## src/rtl/ldm_stm_sequencer.sv

```systemverilog
// Block-transfer sequencer for ARM LDM/STM: walks the register list lowest index first,
// issuing one word beat per accepted cycle, then pulses Done and the optional base write-back.
module ldm_stm_sequencer #(
    parameter int LIST_WIDTH = 16,
    parameter int ADDR_WIDTH = 32,
    parameter int IDX_WIDTH  = $clog2(LIST_WIDTH)
) (
    input  logic                  i_clk,
    input  logic                  i_rst,
    input  logic                  i_start,
    input  logic                  i_isLoad,
    input  logic                  i_up,
    input  logic                  i_preIndex,
    input  logic                  i_writeBack,
    input  logic [LIST_WIDTH-1:0] i_regList,
    input  logic [ADDR_WIDTH-1:0] i_baseAddr,
    input  logic                  i_memReady,
    output logic                  o_busy,
    output logic                  o_memValid,
    output logic                  o_memWrite,
    output logic [ADDR_WIDTH-1:0] o_memAddr,
    output logic [IDX_WIDTH-1:0]  o_regNum,
    output logic                  o_done,
    output logic                  o_wbValid,
    output logic [ADDR_WIDTH-1:0] o_wbData
);

    typedef enum logic [1:0] {
        IDLE,
        XFER,
        DONE
    } state_t;

    state_t                r_state;
    state_t                w_nextState;
    logic [LIST_WIDTH-1:0] r_list;
    logic [ADDR_WIDTH-1:0] r_memAddr;
    logic [ADDR_WIDTH-1:0] r_wbData;
    logic                  r_isLoad;
    logic                  r_wbEn;

    logic [IDX_WIDTH-1:0]  w_findIdx;
    logic [LIST_WIDTH-1:0] w_listCleared;
    logic [ADDR_WIDTH-1:0] w_bytes;
    logic [ADDR_WIDTH-1:0] w_firstAddr;
    logic [ADDR_WIDTH-1:0] w_wbNext;
    logic                  w_accept;

    function automatic logic [ADDR_WIDTH-1:0] popcount(input logic [LIST_WIDTH-1:0] list);
        logic [ADDR_WIDTH-1:0] cnt;
        cnt = '0;
        for (int i = 0; i < LIST_WIDTH; i++) begin
            cnt = cnt + ADDR_WIDTH'(list[i]);
        end
        return cnt;
    endfunction

    // Block span in bytes (4N); every mode lays the block out at ascending addresses.
    assign w_bytes  = popcount(i_regList) << 2;
    assign w_wbNext = i_up ? (i_baseAddr + w_bytes) : (i_baseAddr - w_bytes);

    always_comb begin
        w_firstAddr = i_baseAddr;
        case ({i_up, i_preIndex})
            2'b10:   w_firstAddr = i_baseAddr;
            2'b11:   w_firstAddr = i_baseAddr + ADDR_WIDTH'(4);
            2'b00:   w_firstAddr = i_baseAddr - w_bytes + ADDR_WIDTH'(4);
            default: w_firstAddr = i_baseAddr - w_bytes;
        endcase
    end

    // FindOne: scan high to low so the lowest set bit is the last one written.
    always_comb begin
        w_findIdx = '0;
        for (int i = LIST_WIDTH - 1; i >= 0; i--) begin
            if (r_list[i]) begin
                w_findIdx = IDX_WIDTH'(i);
            end
        end
    end

    assign w_listCleared = r_list & (r_list - LIST_WIDTH'(1));
    assign w_accept      = (r_state == XFER) && i_memReady;

    always_ff @(posedge i_clk or posedge i_rst) begin
        if (i_rst) begin
            r_state <= IDLE;
        end else begin
            r_state <= w_nextState;
        end
    end

    always_comb begin
        w_nextState = r_state;
        case (r_state)
            IDLE: begin
                if (i_start) begin
                    w_nextState = (|i_regList) ? XFER : DONE;
                end
            end
            XFER: begin
                if (w_accept && (w_listCleared == '0)) begin
                    w_nextState = DONE;
                end
            end
            DONE:    w_nextState = IDLE;
            default: w_nextState = IDLE;
        endcase
    end

    always_ff @(posedge i_clk or posedge i_rst) begin
        if (i_rst) begin
            r_list    <= '0;
            r_memAddr <= '0;
            r_wbData  <= '0;
            r_isLoad  <= 1'b0;
            r_wbEn    <= 1'b0;
        end else if ((r_state == IDLE) && i_start) begin
            r_list    <= i_regList;
            r_memAddr <= w_firstAddr;
            r_wbData  <= w_wbNext;
            r_isLoad  <= i_isLoad;
            r_wbEn    <= i_writeBack && (|i_regList);
        end else if (w_accept) begin
            r_list    <= w_listCleared;
            r_memAddr <= r_memAddr + ADDR_WIDTH'(4);
        end
    end

    // Every output decodes from registered state only, so Start never reaches them combinationally.
    assign o_busy     = (r_state != IDLE);
    assign o_memValid = (r_state == XFER);
    assign o_memWrite = o_memValid && !r_isLoad;
    assign o_memAddr  = r_memAddr;
    assign o_regNum   = w_findIdx;
    assign o_done     = (r_state == DONE);
    assign o_wbValid  = o_done && r_wbEn;
    assign o_wbData   = r_wbData;

endmodule

```

## config.mk

```make
export PLATFORM = sky130hd
export DESIGN_NAME = ldm_stm_sequencer
export DESIGN_NICKNAME = d
export VERILOG_FILES = /design/src/rtl/ldm_stm_sequencer.sv
export SDC_FILE = /design/constraint.sdc
export NUM_CORES = 1
export LEC_CHECK = 0
export CORE_ASPECT_RATIO = 0.6
export CORE_UTILIZATION = 40
export CTS_CLUSTER_DIAMETER = 40
export CTS_CLUSTER_SIZE = 16
export DETAILED_ROUTE_END_ITERATION = 7
export GPL_ROUTABILITY_DRIVEN = 0
export MAX_ROUTING_LAYER = met4
export PLACE_DENSITY = 0.6
export SLEW_MARGIN = 10
export SYNTH_ARGS = -nofsm -noshare
export SYNTH_HDL_FRONTEND = slang
export SYNTH_SLANG_ARGS = --single-unit
```

## constraint.sdc

```tcl
create_clock -name i_clk -period 5.65 [get_ports i_clk]
set_input_delay 1.13 -clock i_clk [delete_from_list [all_inputs] [get_ports i_clk]]
set_output_delay 1.13 -clock i_clk [all_outputs]
set_load 0.02 [all_outputs]
```

Yosys cells after proc, flatten, opt, wreduce, memory -nomap -nowiden. Index checks and enable logic that the tools add are counted.

Register bits: 84. Input port bits: 56. Output and inout port bits: 73. Logic and storage cells: 74.

Add/sub/neg operators: 21. Equality and inequality tests: 6. Multiplexer cells: 26. Bitwise gates (word level): 1. Reduce and logical (&&, ||, !) cells: 14.

Operator list (number): adder 32 x 3 -> 32 bit (second input constant) (3); 2-to-1 mux 32 bit (3); case mux 32 bit (3 select lines) (1); 2-to-1 mux 4 bit (16); adder 32 x 18 -> 32 bit (1); 2-to-1 mux 16 bit (2); subtractor 32 x 18 -> 32 bit (1); adder 15 x 1 -> 16 bit (1); bitwise AND 16 bit (1); logical NOT 16 bit (1); OR reduction 16 bit (1); subtractor 16 x 1 -> 16 bit (second input constant) (1); adder 14 x 1 -> 15 bit (1); adder 13 x 1 -> 14 bit (1); adder 12 x 1 -> 13 bit (1); adder 11 x 1 -> 12 bit (1); adder 10 x 1 -> 11 bit (1); adder 9 x 1 -> 10 bit (1); adder 8 x 1 -> 9 bit (1); adder 7 x 1 -> 8 bit (1); adder 6 x 1 -> 7 bit (1); adder 5 x 1 -> 6 bit (1); == test 2 bit (second input constant) (3); logical AND 1 bit (6); 13 further kinds (17).

Logic depth before layout (Yosys ltp).
Depth after elaboration: 19. Gate-level depth with buffers: 26. Depth with buffers taken out: 23.

Least setup slack after synthesis. OpenSTA, ideal clock, no wires.

Path kind: in2reg. From: in i_regList[0]. To: reg r_memAddr[26] (netlist: o_memAddr[26]). Arrival time: 6.880 ns. Path slack: -1.314 ns. Stages: 22. Path buffers: 2. Cell sequence: inv_1 fa_1 fa_1 fa_1 fa_1 inv_1 ha_1 fa_1 a21o_1 and2_1 ha_1 buf_2 nor3_1 and2_1 buf_2 o41ai_1 a22oi_4 nand4_4 nor4_4 a21oi_1 or3b_1 a41oi_2.

Word-level cells in the longest chain between the ends: 19.

RTL lines: start: declaration (RTL line 15) `input logic [LIST_WIDTH-1:0] i_regList,`; adder 1 x 1 -> 2 bit (*) (RTL line 53) `cnt = cnt + ADDR_WIDTH'(list[i]);`; adder 2 x 1 -> 3 bit (*) (RTL line 53); adder 3 x 1 -> 4 bit (*) (RTL line 53); adder 4 x 1 -> 5 bit (*) (RTL line 53); adder 5 x 1 -> 6 bit (*) (RTL line 53); adder 6 x 1 -> 7 bit (*) (RTL line 53); adder 7 x 1 -> 8 bit (*) (RTL line 53); adder 8 x 1 -> 9 bit (*) (RTL line 53); [... 3 more ...]; adder 12 x 1 -> 13 bit (*) (RTL line 53); adder 13 x 1 -> 14 bit (*) (RTL line 53); adder 14 x 1 -> 15 bit (*) (RTL line 53); adder 15 x 1 -> 16 bit (*) (RTL line 53); subtractor 32 x 18 -> 32 bit (*) (RTL line 67, 68); adder 32 x 3 -> 32 bit (RTL line 67) `2'b00: w_firstAddr = i_baseAddr - w_bytes + ADDR_WIDTH'(4);`; case mux 32 bit (3 select lines) (*) (RTL line 64) `case ({i_up, i_preIndex})`; 2-to-1 mux 32 bit (*) (RTL line 118) `end else if ((r_state == IDLE) && i_start) begin`; end signal: assignment (RTL line 120) `r_memAddr <= w_firstAddr;`; end signal: assignment (RTL line 126) `r_memAddr <= r_memAddr + ADDR_WIDTH'(4);`; end: declaration (RTL line 37) `logic [ADDR_WIDTH-1:0] r_memAddr;`.

Every way passes the cells marked *; elsewhere a longest branch is shown, timed or not. A chain may end at the register's enable or synchronous reset.

Worst setup path in the final report.
From: in i_regList[3]. To: reg r_memAddr[26] (netlist: o_memAddr[26]).

Word-level cells in the longest chain between the ends: 17.

RTL lines (RTL line): adder 3 x 1 -> 4 bit (*) (53); adder 4 x 1 -> 5 bit (*) (53); adder 5 x 1 -> 6 bit (*) (53); adder 6 x 1 -> 7 bit (*) (53); adder 7 x 1 -> 8 bit (*) (53); adder 8 x 1 -> 9 bit (*) (53); adder 9 x 1 -> 10 bit (*) (53); adder 10 x 1 -> 11 bit (*) (53); adder 11 x 1 -> 12 bit (*) (53); adder 12 x 1 -> 13 bit (*) (53); adder 13 x 1 -> 14 bit (*) (53); adder 14 x 1 -> 15 bit (*) (53); adder 15 x 1 -> 16 bit (*) (53); subtractor 32 x 18 -> 32 bit (*) (67, 68); adder 32 x 3 -> 32 bit (67); case mux 32 bit (3 select lines) (*) (64); 2-to-1 mux 32 bit (*) (118).

Marked as above.

==> run_results.csv <==
group,metric,value,unit
outcome,status,"finished, violations left",
outcome,violations,"setup timing",
setup_path,endpoint_kind,"flip-flop",
final_layout,drive_above_1_share,36.1,%
setup_path,cp_data_required_time,5.94,ns
yosys,yosysMostFrequentCell,"nand2_1",
sta,tightestPinTransition,0.923,ns
sta,maxSlewHeadroom,36.8,%
yosys,synth_edf_count,0,
placed_design,placed_area,11300,um^2
clocking,cts_made_buffers,9,
die,fp.dieW,189,um
yosys,synth_top_area_share,25.2,%
yosys,async_flop_share,100,%
die,core,20200,um^2
yosys,avgSynthCellArea,7.60,um^2
sta,min_period,6.71,ns
power,vdd_drop_max,0.000397,V
routing,drt_first_pass_iters,5,
die,io_pins,129,
sta,drv_slew,0,
yosys,synth_cells,1100,
setup_path,crit_family,"adder cells",
grt,antenna_found_initial,0,
yosys,synth_common_cells,"148 x nand2_1, 84 x dfrtp_1, 84 x o21ai_0",
clocking,cts_max_level,3,
yosys,synth_area,8360,um^2
placed_design,numPortBuffers,128,
grt,globalRouteOverflowTotal,0,
routing,routed_via_density,6.13,
final_layout,nNetsFinal,1532,
setup_path,crit_chain,"buf_8 > inv_6 > fa_1 > fa_2 > fa_2 > fa_1 > inv_2 > ha_4 > fa_2 > a21o_1 > and2_4 > ha_4 > buf_4 > a211oi_4 > buf_4 > nor4_1 > nor2_1 > o21ai_4 > nor4_4 > buf_6 > buf_6 > and3_4 > or3b_4 > a41oi_2",
setup_path,cpMaxStageDelayCell,"fa_2",
yosys,synth_seq_cells,84,
die,die_area,21500,um^2
flow_run,max_cap_viol_count,0,
power,powerDensity,487,nW/um^2
clocking,clkSinkCount,84,
final_layout,n_antenna_cell,0,
die,row_count,40,
yosys,syn_nets,1190,
placed_design,post-dp-hpwl,25400,um
setup_path,worst-path-buf-inv,7,
final_layout,n_fill_cell,1579,
sta,hold_viol_final,0,
power,total_leakage_power,5.57,nW
worst_hold_path,min_path_type,"flip-flop to flip-flop",
sta,max_freq,149,MHz
yosys,ys_warn_count,0,
routing,drt_first_iter_violations,1341,
routing,wirelength,38500,um
setup_path,crit_type,"primary input to flip-flop",
grt,grtUsageTotal,34.7,%
sta,hold_slack,0.473,ns
clocking,clkSlewWorstSetupHoldPaths,0.07,ns
final_layout,final_area,13800,um^2
yosys,yosysSeqAreaShare,25.2,%
die,start_util,41.3,%
routing,drc_errors,0,
final_layout,synthToLayoutAreaGrowth,64.7,%
clocking,insertion_delay,0.37,ns
yosys,ys.flop_type,"dfrtp_1",
yosys,yosysTopAreaCell,"dfrtp_1",
setup_path,crit_top_cell,"fa_2",
routing,postRouteAntennaNets,0,
yosys,netlist_top_cells_area,"dfrtp_1 25%, nand2_1 6.6%, xnor2_1 6.4%, o21ai_0 5.0%, a21oi_1 3.7%",
sta,setup_viol,50,
die,die_h,114,um
clocking,clock-root-buffer,"clkbuf_16",
sta,finClkSkew,0.00647,ns
setup_path,cp-start-kind,"primary input",
sta,period_share,119,%
clocking,clock_path_buffers,2,
grt,grt_pass1_wl,55600,um
clocking,cts_tree,"yes",
sta,finalSetupTns,-25.12,ns
grt,grt_pass1_vias,9203,
setup_path,cp_slowest_stage_delay,0.57,ns
grt,grt_max_degree,50,
routing,wl_per_cell,22.4,um
yosys,synth.distinct_cells,90,
setup_path,critPathMaxFanout,5,
sta,worst_slack,-1.06,ns
routing,routed-via-count,10500,
setup_path,crit_arrival,7.00,ns
sta,rsz0062_at_grt,"true",
[routing by layer]
metal	track usage [%]	routed length (um)	vias up
met2	43.2	14900	746
li1	-	-	4657
met3	10.2	5070	131
met4	6.88	1050	0
met5	-	0	-
met1	53.3	17600	5002
[layout make-up]
type | instances | area, um^2 | share of cell area (%)
clock buffers | 9 | 225 | 1.64
clock inverters | 7 | 105 | 0.764
inverters | 56 | 234 | 1.70
multi-input cells | 884 | 7050 | 51.2
flip-flops and latches | 84 | 2100 | 15.3
well taps | 273 | 342 | 2.48
repair buffers | 407 | 3700 | 26.9
[metrics by stage]
stage	setup WS, ns	power (mW)	util [%]	std cells
4_1_cts	-0.828	5.96	64.0	1700
2_1_floorplan	-1.01	3.24	-	1100
6_report	-1.06	6.70	68.1	1720
3_3_place_gp	-2.01	4.82	56.1	1613
3_5_place_dp	-1.96	4.85	56.1	1613
5_1_grt	-1.18	7.00	68.1	1720
[path summary, 6_finish.rpt]
path                         startpoint            end  slack, ns  cells past startpoint
max                        i_regList[3]  o_memAddr[26]      -1.06                     24
min                              r_wbEn         r_wbEn       0.47                      2
max reg2reg                  r_state[1]  o_memAddr[27]       2.61                     10
min reg2reg                      r_wbEn         r_wbEn       0.47                      2
max in group asynchronous         i_rst    o_wbData[9]       3.36                      3
min in group asynchronous         i_rst   o_memAddr[0]       1.21                      2
[placed cells by master, fill, tap and decap left out, types with 12 or more instances in the layout]
cell type	synthesis	routed
nor3_1	40	26
buf_6	3	70
xnor2_1	61	49
dfrtp_1	84	84
buf_4	1	208
ha_1	22	14
nor2_1	82	72
inv_2	1	14
o21ai_0	84	48
nand4_1	25	25
inv_1	53	34
nand2_1	148	140
xor2_1	35	33
o21ai_1	2	31
a21oi_2	0	12
nand3_1	38	29
nor4_1	19	13
clkdlybuf4s50_1	0	118
a31oi_1	19	13
a21oi_1	62	46
[state kept, by name, indices dropped and copies added, names as in the netlist]
signal     flops
o_memAddr     32
r_wbEn         1
r_isLoad       1
r_list        16
r_state        2
o_wbData      32
[report_power, final]
part	internal, mW	switching, mW	leakage, nW
clock	0.397	0.304	0.164
combinational	2.27	2.54	4.37
sequential	0.884	0.306	1.03
[logic make-up (layout without fill, tap and decap cells)]
kind of cell | Yosys count | after routing | synth area share, %
adder cells (fa/ha/maj) | 37 | 37 | 6.53
flip-flops | 84 | 84 | 25.2
multiplexers | 8 | 8 | 0.973
AO/OA/AOI/OAI | 294 | 294 | 23.3
XOR/XNOR | 98 | 98 | 10.5
buffers and inverters | 132 | 479 | 6.35
AND/OR/NAND/NOR | 447 | 447 | 27.2
[tightest hold or removal path: stages, from the launching register on]
cell	delay [ns]
dfrtp_1	0.35
nand2_1	0.05
nand2_1	0.05
[what timing repair did]
| action | 4_1_cts | 5_1_grt |
|---|---|---|
| pin swaps | 80 | 82 |
| gates resized for setup | 204 | 152 |
| cloned | 0 | 0 |
| endpoints found under the setup margin | 54 | 54 |
| hold buffers | 0 | 0 |
| setup buffers | 73 | 35 |
Note: power is estimated with default switching activity, not from simulation.
